===== src/rtl/graph_pkg.sv =====
// Shared constants, state encoding and helpers for the piano-roll tile RAM writer.
package graph_pkg;

  localparam int unsigned TRACKS     = 49;
  localparam int unsigned COLS       = 64;
  localparam int unsigned INSTS      = 8;
  localparam int unsigned DRUM_TRACK = 48;

  localparam int unsigned ACT        = 0;
  localparam int unsigned BDR_BOTTOM = 1;
  localparam int unsigned BDR_TOP    = 2;

  localparam int unsigned WORD_W     = 3 * INSTS;
  localparam int unsigned ADDR_W     = 12;
  localparam int unsigned COL_W      = 6;
  localparam int unsigned TRK_W      = 6;
  localparam int unsigned INST_W     = 3;
  localparam int unsigned RAM_WORDS  = COLS * TRACKS;

  typedef enum logic [1:0] {
    INIT,
    IDLE,
    COMMIT_PREV,
    COMMIT_CUR
  } state_t;

  typedef struct packed {
    logic [TRK_W-1:0]  track;
    logic [INST_W-1:0] inst;
    logic              on;
  } note_t;

  // First RAM address of a column.
  function automatic logic [ADDR_W-1:0] col_base(input logic [COL_W-1:0] c);
    return ADDR_W'(c) * ADDR_W'(TRACKS);
  endfunction

endpackage


===== src/rtl/graph_word_pack.sv =====
// Packs per-instrument active / bottom-border / top-border bits into one tile word.
module graph_word_pack
  import graph_pkg::*;
(
  input  logic [INSTS-1:0]  act,
  input  logic [INSTS-1:0]  bdr_bot,
  input  logic [INSTS-1:0]  bdr_top,
  output logic [WORD_W-1:0] word
);

  for (genvar i = 0; i < INSTS; i++) begin : g_inst
    assign word[3*i+ACT]        = act[i];
    assign word[3*i+BDR_BOTTOM] = bdr_bot[i];
    assign word[3*i+BDR_TOP]    = bdr_top[i];
  end

endmodule


===== src/rtl/graph_writer.sv =====
// Sequencer and sole writer of the piano-roll tile RAM; clears it after reset.
// Border bits and the previous-column rewrite exist only with GRAPH_WRITER_BORDER_EN.
module graph_writer
  import graph_pkg::*;
(
  input  logic              clk,
  input  logic              rst_n,
  input  logic              tick,
  input  logic              note_valid,
  output logic              note_ready,
  input  logic [TRK_W-1:0]  note_track,
  input  logic [INST_W-1:0] note_inst,
  input  logic              note_on,
  output logic [ADDR_W-1:0] wr_addr,
  output logic [WORD_W-1:0] wr_data,
  output logic [COL_W-1:0]  tile_offset,
  output logic              busy,
  output logic              overrun
);

  localparam logic [TRK_W-1:0]  K_LAST    = TRK_W'(TRACKS - 1);
  localparam logic [TRK_W-1:0]  TRK_MAX   = TRK_W'(DRUM_TRACK);
  localparam logic [ADDR_W-1:0] ADDR_LAST = ADDR_W'(RAM_WORDS - 1);

  state_t            state;
  logic [COL_W-1:0]  col;
  logic [TRK_W-1:0]  k;
  logic [INSTS-1:0]  held     [TRACKS];
  logic [INSTS-1:0]  tile_act [TRACKS];
  logic [INSTS-1:0]  snap     [TRACKS];
`ifdef GRAPH_WRITER_BORDER_EN
  logic [INSTS-1:0]  prev_act   [TRACKS];
  logic [INSTS-1:0]  prev_start [TRACKS];
`endif

  note_t             evt;
  logic [INSTS-1:0]  pk_act;
  logic [INSTS-1:0]  pk_bot;
  logic [INSTS-1:0]  pk_top;
  logic [WORD_W-1:0] pk_word;
  logic [ADDR_W-1:0] commit_addr;

  assign evt        = '{track: note_track, inst: note_inst, on: note_on};
  assign note_ready = (state == IDLE) && !tick;
  assign busy       = (state != IDLE);

  // Word and address for commit row k of the current phase.
  always_comb begin
    pk_act      = snap[k];
    pk_bot      = '0;
    pk_top      = '0;
    commit_addr = col_base(col) + ADDR_W'(k);
`ifdef GRAPH_WRITER_BORDER_EN
    if (state == COMMIT_PREV) begin
      pk_act      = prev_act[k];
      pk_bot      = prev_start[k];
      pk_top      = prev_act[k] & ~snap[k];
      commit_addr = col_base(col - COL_W'(1)) + ADDR_W'(k);
    end else begin
      pk_bot      = snap[k] & ~prev_act[k];
    end
`endif
  end

  graph_word_pack u_pack (
    .act     (pk_act),
    .bdr_bot (pk_bot),
    .bdr_top (pk_top),
    .word    (pk_word)
  );

  // Sequencer; wr_addr/wr_data hold between writes so the always-on RAM write is benign.
  always_ff @(posedge clk or negedge rst_n) begin
    if (!rst_n) begin
      state       <= INIT;
      wr_addr     <= '0;
      wr_data     <= '0;
      tile_offset <= '0;
      col         <= '0;
      k           <= '0;
      overrun     <= 1'b0;
      for (int unsigned t = 0; t < TRACKS; t++) begin
        held[t]       <= '0;
        tile_act[t]   <= '0;
        snap[t]       <= '0;
`ifdef GRAPH_WRITER_BORDER_EN
        prev_act[t]   <= '0;
        prev_start[t] <= '0;
`endif
      end
    end else begin
      if (tick && (state == COMMIT_PREV || state == COMMIT_CUR)) begin
        overrun <= 1'b1;
      end
      case (state)
        INIT: begin
          wr_data <= '0;
          if (wr_addr == ADDR_LAST) begin
            state <= IDLE;
          end else begin
            wr_addr <= wr_addr + ADDR_W'(1);
          end
        end
        IDLE: begin
          if (tick) begin
            for (int unsigned t = 0; t < TRACKS; t++) begin
              snap[t] <= tile_act[t];
            end
            k <= '0;
`ifdef GRAPH_WRITER_BORDER_EN
            state <= COMMIT_PREV;
`else
            state <= COMMIT_CUR;
`endif
          end else if (note_valid && evt.track <= TRK_MAX) begin
            held[evt.track][evt.inst] <= evt.on;
            if (evt.on) begin
              tile_act[evt.track][evt.inst] <= 1'b1;
            end
          end
        end
        COMMIT_PREV: begin
          wr_addr <= commit_addr;
          wr_data <= pk_word;
          if (k == K_LAST) begin
            k     <= '0;
            state <= COMMIT_CUR;
          end else begin
            k <= k + TRK_W'(1);
          end
        end
        COMMIT_CUR: begin
          wr_addr <= commit_addr;
          wr_data <= pk_word;
`ifdef GRAPH_WRITER_BORDER_EN
          prev_start[k] <= snap[k] & ~prev_act[k];
          prev_act[k]   <= snap[k];
`endif
          if (k == K_LAST) begin
            k           <= '0;
            col         <= col + COL_W'(1);
            tile_offset <= col + COL_W'(1);
            for (int unsigned t = 0; t < TRACKS; t++) begin
              tile_act[t] <= held[t];
            end
            state <= IDLE;
          end else begin
            k <= k + TRK_W'(1);
          end
        end
        default: state <= INIT;
      endcase
    end
  end

endmodule


===== config.mk =====
export PLATFORM = sky130hd
export DESIGN_NAME = graph_writer
export DESIGN_NICKNAME = d
export VERILOG_FILES = /design/src/rtl/graph_pkg.sv /design/src/rtl/graph_word_pack.sv /design/src/rtl/graph_writer.sv
export SDC_FILE = /design/constraint.sdc
export NUM_CORES = 2
export LEC_CHECK = 0
export ABC_CLOCK_PERIOD_IN_PS = 2800
export CORE_AREA = 5 5 516 314
export DETAILED_ROUTE_END_ITERATION = 6
export DIE_AREA = 0 0 521 319
export HOLD_SLACK_MARGIN = 0.15
export PLACE_DENSITY_LB_ADDON = 0.05
export SYNTH_ARGS = -nofsm -noshare
export SYNTH_HDL_FRONTEND = slang
export SYNTH_SLANG_ARGS = --single-unit

===== constraint.sdc =====
create_clock -name clk -period 2.8 [get_ports clk]
set_input_delay 0.56 -clock clk [delete_from_list [all_inputs] [get_ports clk]]
set_output_delay 0.56 -clock clk [all_outputs]
set_load 0.03 [all_outputs]

==> flow_summary.toml <==
[outcome]
status = "finished, violations left"
violations = "negative setup slack"

[sta]
finalSetupViolations = 1
post-route-period-util_pct = 101
finalHoldViolCount = 0
tightest_slew_ps = 760
rsz0062_at_grt = "true"
fin_tns_setup_ps = -34.9
maxSlewViolCount = 0
max_clock_freq_mhz = 353
setup_ws_ps = -34.9
min_period_ps = 2830
final.setup_skew_ps = 34.3
fin_hold_ws_ps = 334
relSlewSlack_pct = 49.3

[global_route]
grt_use_met1_pct = 38.0
grt_pass1_wl_mm = 286
grt_antenna_before_repair = 15
met3_usage_pct = 4.71
grt_max_degree = 127
grt_use_met2_pct = 30.8
grt.busiest_layer = "met1"
grt_pass1_vias = 38600
grt-ovfl-total = 0
grt.total_usage_pct = 23.1

[die]
start_util_pct = 34.7
die_area_um2 = 166000
core_area_um2 = 157000
rows = 113
die_h_um = 319
ios = 59
die_x_um = 521

[synthesis]
synth_top_cell_area_share_pct = 55.6
post-synth-top-count-cell = "dfrtp_1"
synth_ff_type = "dfrtp_1"
synthTopCellsByArea = "dfrtp_1, mux2_2, o22a_1"
ys_warn_count = 0
syn_inst = 4693
synth_edf_count = 0
synth_seq_area_share_pct = 55.6
async_reset_ff_share_pct = 100
netlist_area_um2 = 54500
ys_top_cells_by_count = "dfrtp_1, nor2_1, a21oi_1"
synth_cell_types = 73
synth.ff_latch_count = 1211
post-synth-top-area-cell = "dfrtp_1"
synth_area_per_cell_um2 = 11.6

[layout]
syn_to_final_growth_pct = 19.3
fin_nets = 4860
design_area_um2 = 65000
stdcell_count = 6979
drive_gt1_share_pct = 24.6
final_core_util_pct = 41.4

[route]
vias_per_cell = 5.65
wl_per_cell_um = 28.0
first_pass_iters = 5
num_vias = 39400
drt.antenna.violating_nets = 0
drt_iter0_markers = 3453
drt_wl_total_mm = 195
post-route-drc-count = 0

[pwr]
power_density_nw_per_um2 = 556
peakVddDrop_mv = 0.452
clockPowerShare_pct = 48.6
switching_power_mw = 8.36
p_sw_share_pct = 23.1
p_seq_share_pct = 48.4
p_leak_nw = 28.6
finalPower_mw = 36.2
intPower_mw = 27.8
pwr-share-comb_pct = 3.1

[clock_network]
cts_sinks = 1211
cts_buffers = 121
insertion_delay_ps = 770
clkTransAtPathRegs_ps = 70
cts-root-buf = "clkbuf_16"
cts_tree = "built"
clockBufferDepth = 3
cts-htree-levels = 3

[min_path]
hold_class = "primary input to async pin"

[worst_setup_path]
cp_top_family = "adder cells"
critical_path_required_ps = 3450
setup.worst_path.start_class = "flip-flop"
cp.buffers_inverters = 2
crit_chain = "ha_4 > ha_4 > ha_4 > ha_4 > ha_4 > o21ai_2 > o211ai_1 > buf_4 > nand4_1 > o221ai_2 > buf_6 > o21ai_2"
crit_type = "flip-flop to flip-flop"
slowest_stage = "dfrtp_2"
path_common_cell = "ha_4"
critPathMaxFanout = 4
rrSetupSlack_ps = -30
critPathMaxStageDelay_ps = 470
critPathArrivalTime_ps = 3480
end_kind = "flip-flop"

[place]
gp_congestion = 0.813
preCtsSetupSlack_ps = -499
portBuffers = 42
dp_cells = 6741
dpl_cell_area_um2 = 60500
dpl.hpwl_mm = 125

[job]
drv_cap = 0
==> cell usage in the layout (no fill, tap or decap), types with 124 or more instances in the layout <==
cell type / n
dfrtp_1: 1203
nor2_1: 436
a21oi_1: 418
o21ai_0: 405
mux2_2: 405
o22a_1: 393
o31ai_1: 388
buf_4: 275
buf_12: 146
clkbuf_16: 124
==> cells by family after synthesis <==
group           Yosys count  share of synthesized area (%)
compound gates         1718                           20.9
flops                  1211                           55.6
simple gates            667                           5.29
mux                     525                           12.5
buf+inv                 514                           4.46
fa+ha+maj                47                           1.09
xor+xnor                 10                          0.161
other cells               1                        0.00688
==> area by class of cell <==
cell class | instances | area (um^2)
Antenna cell | 4 | 10.0
Clock buffer | 173 | 3500
Clock inverter | 56 | 706
Fill cell | 14800 | 91900
Inverter | 12 | 52.6
Multi-Input combinational cell | 2983 | 22300
Sequential cell | 1211 | 30300
Tap cell | 2070 | 2590
Timing Repair Buffer | 470 | 5560
==> worst reg2reg max path, stage by stage, from the launching register on <==
cell and delay (ps):
dfrtp_2 470, ha_4 300, ha_4 200, ha_4 270
ha_4 200, ha_4 260, o21ai_2 50, o211ai_1 280
buf_4 170, nand4_1 110, o221ai_2 220, buf_6 150
o21ai_2 50
==> path summary, 6_finish.rpt <==
path                             start          end  cells after the start
setup / recovery                col[1]  wr_addr[11]                     12
hold / removal                   rst_n     held[22]                      2
setup reg to reg                col[1]  wr_addr[11]                     12
hold reg to reg            tile_act[8]  tile_act[8]                      1
max in group asynchronous        rst_n    snap[303]                      4
min in group clk           tile_act[8]  tile_act[8]                      1
==> flip-flops by register name, indices dropped and copies added (netlist names) <==
name,flops
wr_data,8
wr_addr,12
state,2
snap,392
tile_act,392
held,392
col,6
overrun,1
k,6
==> timing repair <==
item / in CTS / in global routing
pin swaps: 6 / 11
gates resized for setup: 13 / 28
setup buffers: 1 / 2
gates cloned: 0 / 2
hold buffers: 1 / 0
endpoints found under the hold margin: 330 / 0
setup endpoints to repair: 7 / 12
==> power by group through the flow <==
stage	clock (mW)	sequential, mW	combinational, mW
floorplan	0	17.8	0.277
finish	17.6	17.5	1.11
detailed placement	0	17.8	1.13
global placement	0	17.8	1.14
CTS	18.0	17.5	1.14
global route	18.7	17.5	1.22
==> routing by layer <==
layer / wire [um] / vias up
met1: 103000 / 20500
met3: 11900 / 207
met2: 76900 / 1051
met5: 9 / -
met4: 3580 / 2
li1: - / 17600
Note: power is estimated with default switching activity, not from simulation.
